$ cat src/rtl/decade_ctrl_pkg.sv
// Shared encodings and BCD helpers for the decade chain run controller.
package decade_ctrl_pkg;

    typedef enum logic [1:0] {
        ST_IDLE  = 2'd0,
        ST_RUN   = 2'd1,
        ST_PAUSE = 2'd2,
        ST_DONE  = 2'd3
    } state_e;

    localparam logic [3:0] BCD_MAX = 4'd9;

    function automatic logic bcd_valid(input logic [3:0] nibble);
        return (nibble <= BCD_MAX);
    endfunction

endpackage

$ cat src/rtl/decade_digit.sv
// One BCD decade (0-9) with synchronous clear and ripple carry to the next digit.
module decade_digit
    import decade_ctrl_pkg::*;
(
    input  logic       clk,
    input  logic       rst,
    input  logic       clr,
    input  logic       inc,
    output logic [3:0] q,
    output logic       carry
);

    logic [3:0] q_q, q_d;

    always_comb begin
        q_d = q_q;
        if (clr) begin
            q_d = '0;
        end else if (inc) begin
            q_d = (q_q == BCD_MAX) ? 4'd0 : q_q + 4'd1;
        end
    end

    always_ff @(posedge clk or posedge rst) begin
        if (rst) begin
            q_q <= '0;
        end else begin
            q_q <= q_d;
        end
    end

    assign q     = q_q;
    assign carry = inc && (q_q == BCD_MAX);

endmodule

$ cat src/rtl/decade_chain_ctrl.sv
// Run controller for a cascaded BCD counter: start/pause/resume/clear FSM,
// count-rate prescaler, validated target register and completion compare.
module decade_chain_ctrl
    import decade_ctrl_pkg::*;
#(
    parameter int unsigned DIGITS   = 4,
    parameter int unsigned PRESCALE = 10
) (
    input  logic                  clk,
    input  logic                  rst,
    input  logic                  clear,
    input  logic                  start,
    input  logic                  pause,
    input  logic                  target_load,
    input  logic [4*DIGITS-1:0]   target,
    output logic [4*DIGITS-1:0]   count,
    output logic [1:0]            state,
    output logic                  tick,
    output logic                  done,
    output logic                  cfg_err
);

    localparam int unsigned CW = 4 * DIGITS;
    localparam int unsigned PW = (PRESCALE > 1) ? $clog2(PRESCALE) : 1;
    localparam logic [PW-1:0] PS_LAST = PW'(PRESCALE - 1);

    state_e          state_q, state_d;
    logic [PW-1:0]   presc_q, presc_d;
    logic [CW-1:0]   target_q, target_d;
    logic            tick_q, tick_d;
    logic            done_q, done_d;
    logic            cfg_err_q, cfg_err_d;

    logic            inc0;
    logic            cnt_clr;
    logic [DIGITS-1:0] carry_w;
    logic [DIGITS:0] inc_chain;
    logic [CW-1:0]   cnt_next;
    logic            tgt_ok;

    // Kept out of the FSM block so the carry chain and compare do not loop back into it.
    assign inc0      = (state_q == ST_RUN) && !clear && !pause && (presc_q == PS_LAST);
    assign inc_chain = {carry_w, inc0};

    for (genvar i = 0; i < DIGITS; i++) begin : g_digit
        decade_digit u_digit (
            .clk   (clk),
            .rst   (rst),
            .clr   (cnt_clr),
            .inc   (inc_chain[i]),
            .q     (count[4*i +: 4]),
            .carry (carry_w[i])
        );
    end

    // Value the digits will hold after this edge, used for the target compare.
    always_comb begin
        cnt_next = count;
        for (int unsigned i = 0; i < DIGITS; i++) begin
            if (inc_chain[i]) begin
                cnt_next[4*i +: 4] = (count[4*i +: 4] == BCD_MAX) ? 4'd0 : count[4*i +: 4] + 4'd1;
            end
        end
        if (inc_chain[DIGITS]) begin
            cnt_next = '0;
        end
    end

    always_comb begin
        tgt_ok = 1'b1;
        for (int unsigned i = 0; i < DIGITS; i++) begin
            if (!bcd_valid(target[4*i +: 4])) begin
                tgt_ok = 1'b0;
            end
        end
    end

    always_comb begin
        state_d   = state_q;
        presc_d   = presc_q;
        target_d  = target_q;
        cnt_clr   = 1'b0;
        tick_d    = inc0;
        done_d    = 1'b0;
        cfg_err_d = 1'b0;

        if (clear) begin
            state_d = ST_IDLE;
            presc_d = '0;
            cnt_clr = 1'b1;
        end else begin
            unique case (state_q)
                ST_IDLE: begin
                    if (start) begin
                        state_d = ST_RUN;
                        presc_d = '0;
                    end
                end
                ST_RUN: begin
                    if (pause) begin
                        state_d = ST_PAUSE;
                    end else if (inc0) begin
                        presc_d = '0;
                        if (cnt_next == target_q) begin
                            state_d = ST_DONE;
                            done_d  = 1'b1;
                        end
                    end else begin
                        presc_d = presc_q + PW'(1);
                    end
                end
                ST_PAUSE: begin
                    if (start) begin
                        state_d = ST_RUN;
                    end
                end
                ST_DONE: begin
                    if (start) begin
                        state_d = ST_RUN;
                        presc_d = '0;
                        cnt_clr = 1'b1;
                    end
                end
                default: state_d = ST_IDLE;
            endcase
        end

        if (target_load && ((state_q == ST_IDLE) || (state_q == ST_DONE))) begin
            if (tgt_ok) begin
                target_d = target;
            end else begin
                cfg_err_d = 1'b1;
            end
        end
    end

    always_ff @(posedge clk or posedge rst) begin
        if (rst) begin
            state_q   <= ST_IDLE;
            presc_q   <= '0;
            target_q  <= {DIGITS{BCD_MAX}};
            tick_q    <= 1'b0;
            done_q    <= 1'b0;
            cfg_err_q <= 1'b0;
        end else begin
            state_q   <= state_d;
            presc_q   <= presc_d;
            target_q  <= target_d;
            tick_q    <= tick_d;
            done_q    <= done_d;
            cfg_err_q <= cfg_err_d;
        end
    end

    assign state   = state_q;
    assign tick    = tick_q;
    assign done    = done_q;
    assign cfg_err = cfg_err_q;

endmodule

$ cat config.mk
export PLATFORM = sky130hd
export DESIGN_NAME = decade_chain_ctrl
export DESIGN_NICKNAME = d
export VERILOG_FILES = /design/src/rtl/decade_ctrl_pkg.sv /design/src/rtl/decade_digit.sv /design/src/rtl/decade_chain_ctrl.sv
export SDC_FILE = /design/constraint.sdc
export NUM_CORES = 1
export LEC_CHECK = 0
export ABC_AREA = 1
export CORE_UTILIZATION = 57
export CTS_CLUSTER_SIZE = 30
export DETAILED_ROUTE_END_ITERATION = 10
export DONT_BUFFER_PORTS = 1
export PLACE_DENSITY = 0.84
export SLEW_MARGIN = 5
export SYNTH_ARGS = -nofsm -noshare
export SYNTH_HDL_FRONTEND = slang
export SYNTH_SLANG_ARGS = --single-unit
$ cat constraint.sdc
create_clock -name clk -period 2.2 [get_ports clk]
set_clock_uncertainty 0.2 [all_clocks]
set_input_delay 0.44 -clock clk [delete_from_list [all_inputs] [get_ports clk]]
set_output_delay 0.44 -clock clk [all_outputs]
set_load 0.02 [all_outputs]
# Yosys cells after proc, flatten, opt, wreduce, memory -nomap -nowiden
# Index checks and enable logic that the tools add are counted.
dict set report totals {
  ff_bits 41
  elab_cells 89
  in_bits 22
}
dict set report op_classes {
  n_eq_ne 14
  mux 38
  magnitude_cmp 4
  add_sub_neg 5
  n_reduce_logical 18
}
# op count
set ops {}
lappend ops {{$mux W4} 16}
lappend ops {{$add A4 B1 Y4 const B} 5}
lappend ops {{$eq A4 B4 Y1 const B} 5}
lappend ops {{$eq A16 B16 Y1} 1}
lappend ops {{$le A4 B4 Y1 const B} 4}
lappend ops {{$mux W16} 1}
lappend ops {{$mux W1} 14}
lappend ops {{$mux W2} 5}
lappend ops {{$logic_and A1 B1 Y1} 8}
lappend ops {{$ne A4 B3 Y1 const B} 2}
lappend ops {{$pmux W4 S2} 1}
lappend ops {{$ne A3 B1 Y1 const B} 2}
lappend ops {{$reduce_and A3 Y1} 2}
lappend ops {{$eq A2 B2 Y1 const B} 2}
lappend ops {{$pmux W2 S2} 1}
lappend ops {{$ne A3 B3 Y1 const B} 1}
lappend ops {{$reduce_bool A3 Y1} 1}
lappend ops {{$reduce_or A3 Y1} 1}
lappend ops {{$eq A2 B1 Y1 const B} 1}
lappend ops {{$logic_not A1 Y1} 2}
lappend ops {{$logic_not A2 Y1} 1}
lappend ops {{$reduce_and A2 Y1} 1}
lappend ops {{$reduce_or A2 Y1} 1}
lappend ops {{$logic_or A1 B1 Y1} 1}

# Depth between registers and ports, before layout
# Gate-level depths: netlist of the first run.
dict set report depth {
  ltp_word 15
  mapped_depth 18
  mapped_depth_nobuf 18
}

# Cells and area by module
# A second synthesis of the first run with hierarchy kept.
dict set report unflattened {
  cells_unflattened 444
  hier_area_um2 3017.9
}
# mod area_each_um2 cells_each n_inst
set modules_own_cells {}
lappend modules_own_cells {decade_chain_ctrl 1941.9 296 1}
lappend modules_own_cells {decade_digit 269.0 37 4}

# Worst setup path before layout of the first run
# OpenSTA, ideal clock, no wires.
dict set report synth_path {
  path_type {register -> register}
  start {register state_q[1] (netlist: state[1])}
  end {register state_q[0] (netlist: state[0])}
  period_less_slack_ns 2.284
  t_arrival_ns 1.966
  setup_time_ns 0.118
  setup_slack_ns -0.084
  required_ns 1.882
  path_stages_with_launch 18
  path_cell_list {dfrtp_1 inv_1 ha_1 nand2_1 nor2_2 nand2_1 nor2_4 nand3_1 nand3_1 nand3_1 nor2_1 nand2_1 nor2_1 nand2_1 nand2_2 nand2_1 nand2_1 nand2_1}
}
dict set report synth_via {
  elab_chain_len 12
}
# element line_no
set synth_rtl {}
lappend synth_rtl {{start: declaration} decade_chain_ctrl.sv:27} ;# state_e state_q, state_d;
lappend synth_rtl {{start signal: assignment} decade_chain_ctrl.sv:146} ;# state_q <= state_d;
lappend synth_rtl {{$eq A2 B1 Y1} {decade_chain_ctrl.sv:42, decade_chain_ctrl.sv:92}}
lappend synth_rtl {{$logic_and A1 B1 Y1 (3 in a row)} decade_chain_ctrl.sv:42} ;# assign inc0 = (state_q == ST_RUN) && !clear && !pause && (presc_q == PS_LAST);
lappend synth_rtl {{$logic_and A1 B1 Y1 (3 in a row)} decade_digit.sv:33} ;# assign carry = inc && (q_q == BCD_MAX);
lappend synth_rtl {{$mux W4 / $logic_and A1 B1 Y1 (equally long branches)} {decade_chain_ctrl.sv:60, decade_digit.sv:33}}
lappend synth_rtl {{$mux W16} decade_chain_ctrl.sv:64} ;# if (inc_chain[DIGITS]) begin
lappend synth_rtl {{$eq A16 B16 Y1} decade_chain_ctrl.sv:104} ;# if (cnt_next == target_q) begin
lappend synth_rtl {{$ne A4 B3 Y1 (no line)} n/a}
lappend synth_rtl {{$reduce_and A3 Y1 (no line)} n/a}
# Several ways; a longest one is shown, not always the timed one.
# A chain may end at the register's enable or synchronous reset.

# Worst setup path in the final report of the first run
# Same ends and word-level chain as after synthesis.

==> reports/qor.txt, run 1 <==
Outcome = finished with violations
Violated checks = setup timing
Placed Instances = 463
Worst setup SP type = register
DRT Wirelength = 7080 um
Via/cell ratio = 5.55
Slew HR = 58.6%
Synth Register Bits = 41
CTS tree = yes
Die height = 68.4 um
Layout cells sized above 1 = 33.0%
WS Path Type = reg -> reg
Setup repair after global routing missed its margin = yes
Vias in the first global route = 2347
Final layout net count = 465
ANT cells = 0
Endpoints failing setup = 3
GR Overflow Total = 0
Insertion delay to the later sink of the worst-skew pair = 0.30 ns
Initial core utilization = 61.0%
Worst endpoint data arrival time = 2.44 ns
Post-Syn Nets = 383
Fin crit period = 2.44 ns
Area Overhead vs Synth = 35.8%
Post-synth EDFFs = 0
ANT nets after route = 0
Synth Cell Area = 2510 um2
Fin. Hold Viols = 0
Die width = 68.4 um
Initial antenna violation count = 0
Via count = 2715
Setup WS post-layout = -0.242 ns
Longest Clk Path Bufs = 2
Drc violations = 0
Max Transition Viols Final = 0
Non-Filler Instances = 489
Worst Max-Slew Pin Slew = 0.619 ns
Primary FF master, synth = dfrtp_1
Io pins = 43
Setup_tns = -0.648 ns
Required time worst endpoint = 2.19 ns
Iter 0 DRT Violations = 218
Number of CTS-inserted buffers = 5
Sequential fraction of the synthesis area = 41.3%
Die area = 4670 um2
Worst Path Max Fanout = 6
Yosys warns = 0
Syn_area_per_cell = 7.05 um2
Max_cap viols = 0
Leading cell types in the layout, fill and taps excluded = nand2_1 (100), buf_4 (76), inv_1 (52)
H-tree depth = 2
First-pass GRT wire length = 10500 um
Clock slew at reported path FFs = 0.07 ns
Num rows = 23
Fin crit share = 111%
Synthesized instance count = 356
Initial DRT Pass Iterations = 8
HP Class = in -> reg
Pwr dens = 702 nW/um2
Root buf cell = clkbuf_8
Pin count of the biggest net entering global routing = 42
Unique cell type count in the Yosys netlist = 29
Pleak = 1.77 nW
Most common cell after layout, fill and taps aside = nand2_1
Post-DP HPWL = 4770 um
Core Box Area = 4120 um2
DR WL/cell = 14.5 um
Peak supply drop = 0.000518 V
Clock sinks = 41
Total Routing Usage GR = 31.3%
Final GP Congestion = 0.871
Port bufs = 0
Share of flip-flops with an asynchronous set or reset = 100%
F_max = 409 MHz
Crit end category = register
## synthesized netlist by cell type, types with 3 or more instances
library cell / count / area share [%]
inv_1: 54 / 8.1
inv_2: 3 / 0.45
nand2_2: 3 / 0.75
nand2_1: 112 / 17
o21ai_0: 18 / 3.6
nand4_1: 3 / 0.75
nor2_1: 26 / 3.9
a21oi_1: 23 / 4.6
nand3_1: 38 / 7.6
ha_1: 5 / 2.5
nor3_1: 4 / 0.80
clkbuf_1: 4 / 0.60
o22ai_1: 3 / 0.75
nor2_4: 4 / 1.8
dfstp_2: 8 / 8.4
dfrtp_1: 33 / 33
## path summary, 6_finish.rpt
path                        startpoint           to  slack, ns  cells past startpoint
min reg2reg                target_q[8]  target_q[8]       0.29                      2
min                        target_load      cfg_err       0.05                      2
max in group asynchronous          rst     state[1]       0.91                      3
min in group asynchronous          rst   presc_q[3]       0.51                      3
max                           state[1]     state[0]      -0.24                     17
max reg2reg                   state[1]     state[0]      -0.24                     17
## cell families (layout without fill, tap and decap cells)
logic type	after synthesis	after routing	synth area share, %
adders and majority gates	5	5	2.49
AOI/OAI and AO/OA	47	47	9.87
and+or+nand+nor	200	200	36.4
xor gates and xnor gates	1	1	0.349
DFF	41	41	41.3
buffers and inverters	62	145	9.57
## sequential cells by signal, indices dropped and copies added (netlist names)
| register | flops |
|---|---|
| presc_q | 4 |
| g_digit.u_digit.q | 16 |
| cfg_err | 1 |
| target_q | 16 |
| tick | 1 |
| done | 1 |
| state | 2 |
## layer usage
metal  vias up  global-route usage (%)  routed length [um]
met1      1294                    37.0                2790
met5         -                       0                   0
met4         0                    7.29                 112
li1       1289                       -                   -
met3        13                    9.17                 537
met2       119                    55.1                3640
## power breakdown
group / total [mW] / switching (mW) / internal, mW / leakage (nW)
clock: 0.482 / 0.257 / 0.226 / 0.0395
sequential: 1.13 / 0.156 / 0.975 / 0.526
combinational: 0.780 / 0.435 / 0.345 / 1.20
## cell type report
type / count / area, um2
Multi-Input combinational cell: 253 / 1400
Fill cell: 243 / 706
Tap cell: 50 / 62.6
Sequential cell: 41 / 1040
Timing Repair Buffer: 80 / 614
Inverter: 57 / 216
Clock buffer: 8 / 80.1
## stage by stage
stage	cell area [um2]	power (mW)	hold slack (ns)	util [%]	setup slack, ns
2_1_floorplan	2550	1.55	0.260	-	0.00925
3_3_place_gp	3060	1.73	0.273	74.3	-0.132
3_5_place_dp	3060	1.77	0.275	74.3	-0.289
4_1_cts	3280	2.29	0.0543	79.6	-0.217
5_1_grt	3410	2.53	0.0442	82.9	-0.374
6_report	3410	2.39	0.0518	82.9	-0.242
## critical path: stages, from the launching register on
cell,delay [ns]
dfrtp_2,0.42
inv_2,0.08
ha_4,0.17
nand3_4,0.08
nor2_4,0.20
nand3_4,0.19
nor2_8,0.20
nand2_2,0.07
o21ai_2,0.07
nand2_1,0.07
nand2_1,0.07
nand2_1,0.07
nor2_2,0.13
nand2_2,0.07
nand2_2,0.09
nand2_2,0.06
nand2_1,0.06
nand2_1,0.04
## repair_timing
action / in CTS / in global routing
endpoints found under the setup margin: 3 / 3
buffers inserted: 7 / 10
pin swaps: 14 / 18
gates resized for setup: 20 / 16
endpoints found under the hold margin: 33 / 0
hold buffers: 1 / 0
gates cloned: 0 / 0
No activity file was read; power rests on OpenSTA's default activity.
==> run 2: changes to the inputs <==
CORE_ASPECT_RATIO = 1.25   (was not set)
==> run 2 against run 1 <==
Against the previous run: worst hold slack gained 0.0059 ns; total power rose by 12%; global-route usage rose by 5.1 points; largest cell class unchanged; routed wire length is 12% higher; clock-buffer cell count decreased by 3; the flow still finishes with violations (setup timing); critical path type unchanged.
==> reports/qor.txt, run 2 (synthesized netlist as in run 1, its figures left out) <==
Outcome = finished with violations (unchanged)
Violated checks = setup timing (unchanged)
Pleak = 1.77 nW (about the same)
Fin crit share = 118% (was 111%)
Final layout net count = 460 (was 465)
Die area = 4670 um2 (about the same)
First-pass GRT wire length = 12400 um (was 10500 um)
CTS tree = yes (unchanged)
DR WL/cell = 16.2 um (was 14.5 um)
Initial core utilization = 60.3% (was 61.0%)
Clock slew at reported path FFs = 0.08 ns (was 0.07 ns)
F_max = 384 MHz (was 409 MHz)
DRT Wirelength = 7950 um (was 7080 um)
Io pins = 43 (unchanged)
Crit end category = register (unchanged)
ANT cells = 0 (unchanged)
Longest Clk Path Bufs = 2 (unchanged)
H-tree depth = 2 (unchanged)
Leading cell types in the layout, fill and taps excluded = nand2_1 (99), buf_4 (71), inv_1 (52) (was nand2_1 (100), buf_4 (76), inv_1 (52))
Worst Path Max Fanout = 6 (unchanged)
Via count = 2771 (was 2715)
Worst setup SP type = register (unchanged)
Worst Max-Slew Pin Slew = 0.698 ns (was 0.619 ns)
Endpoints failing setup = 4 (was 3)
Slew HR = 53.4% (was 58.6%)
Worst endpoint data arrival time = 2.64 ns (was 2.44 ns)
Die width = 61.4 um (was 68.4 um)
Num rows = 26 (was 23)
Vias in the first global route = 2770 (was 2347)
Pin count of the biggest net entering global routing = 42 (unchanged)
Final hold slack = 0.0577 ns (was 0.0518 ns)
Total Routing Usage GR = 36.3% (was 31.3%)
Drc violations = 0 (unchanged)
Worst R2R Setup Slack = -0.40 ns (was -0.24 ns)
ANT nets after route = 0 (unchanged)
Number of CTS-inserted buffers = 5 (unchanged)
Initial DRT Pass Iterations = 7 (was 8)
Peak supply drop = 0.000679 V (was 0.000518 V)
Setup repair after global routing missed its margin = yes (unchanged)
Root buf cell = clkbuf_8 (unchanged)
Max_cap viols = 0 (unchanged)
Layout Utilization = 82.4% (was 82.9%)
Die height = 76.2 um (was 68.4 um)
Post-DP HPWL = 4750 um (was 4770 um)
Fin. Hold Viols = 0 (unchanged)
Clock sinks = 41 (unchanged)
Layout cells sized above 1 = 32.3% (was 33.0%)
Non-Filler Instances = 490 (was 489)
GR Overflow Total = 0 (unchanged)
Max Transition Viols Final = 0 (unchanged)
WS Path Type = reg -> reg (unchanged)
Final GP Congestion = 0.921 (was 0.871)
HP Class = in -> reg (unchanged)
Via/cell ratio = 5.66 (was 5.55)
Insertion delay to the later sink of the worst-skew pair = 0.30 ns (about the same)
Core Box Area = 4160 um2 (was 4120 um2)
Fin crit period = 2.60 ns (was 2.44 ns)
Required time worst endpoint = 2.24 ns (was 2.19 ns)
Area Overhead vs Synth = 36.7% (was 35.8%)
Most common cell after layout, fill and taps aside = nand2_1 (unchanged)
Port bufs = 0 (unchanged)
Iter 0 DRT Violations = 194 (was 218)
Pwr dens = 780 nW/um2 (was 702 nW/um2)
Placed Instances = 466 (was 463)
Setup WS post-layout = -0.403 ns (was -0.242 ns)
Initial antenna violation count = 0 (unchanged)
## run 2: cell count changes in the layout (fill, tap and decap cells not counted), sizes merged
cell and delta:
bufinv +2, clkinv +1, clkbuf -3, buf -5
## run 2: layout make-up
type	instances	area (um2)
Timing Repair Buffer	75	577
Tap cell	56	70.1
Fill cell	271	733
Inverter	57	216
Clock inverter	3	65.1
Sequential cell	41	1040
Multi-Input combinational cell	253	1400
Clock buffer	5	68.8
## run 2: final timing paths
path,start,to,cells after the start
max,state[1],state[0],18
min in group asynchronous,rst,target_q[1],3
min,target[12],target_q[12],2
max reg2reg,state[1],state[0],18
min reg2reg,target_q[0],target_q[0],2
max in group asynchronous,rst,state[0],3
## run 2: where the power goes
part	leakage (nW)	internal, mW	switching, mW	total, mW
Combinational	1.18	0.337	0.462	0.798
Clock	0.0681	0.451	0.273	0.724
Sequential	0.526	0.976	0.178	1.15
Total	1.77	1.76	0.913	2.68
## run 2: stage by stage
stage / setup slack [ns] / power (mW) / setup TNS (ns) / cell area [um2]
final: -0.403 / 2.68 / -1.35 / 3430
after global routing: -0.540 / 2.80 / -1.83 / 3430
after CTS: -0.219 / 2.56 / -0.753 / 3350
after detailed placement: -0.222 / 1.78 / -0.579 / 3040
after global placement: -0.126 / 1.74 / -0.346 / 3040
after floorplan: 0.00925 / 1.55 / 0 / 2550
## run 2: worst max-delay path: stages (launching register included)
cell and delay [ns]:
dfrtp_2 0.42, inv_2 0.09, ha_4 0.17, nand3_4 0.08, nor2_4 0.24, nand3_4 0.23
nand2_4 0.12, buf_4 0.10, buf_4 0.10, nand3_2 0.10, nand2_1 0.10, nor2_1 0.05
nand3_1 0.06, nor2_1 0.04, nand2_1 0.12, nand2_2 0.10, nand2_2 0.08, nand2_1 0.05
nand2_1 0.07
## run 2: repair_timing
action                     CTS  global route
setup buffers               12             3
gates resized for setup     23            12
hold endpoints to repair    33             0
setup endpoints to repair    3             6
pin swaps                   17            11
hold buffers                 1             0
## run 2: layer usage
metal,share of wire [%],routed length (um),vias to the layer above,track usage [%]
met1,36,2840,1281,42.4
met5,0,0,-,0
li1,-,-,1276,-
met4,5.5,434,0,21.3
met2,49,3920,164,57.4
met3,9.4,750,50,10.4
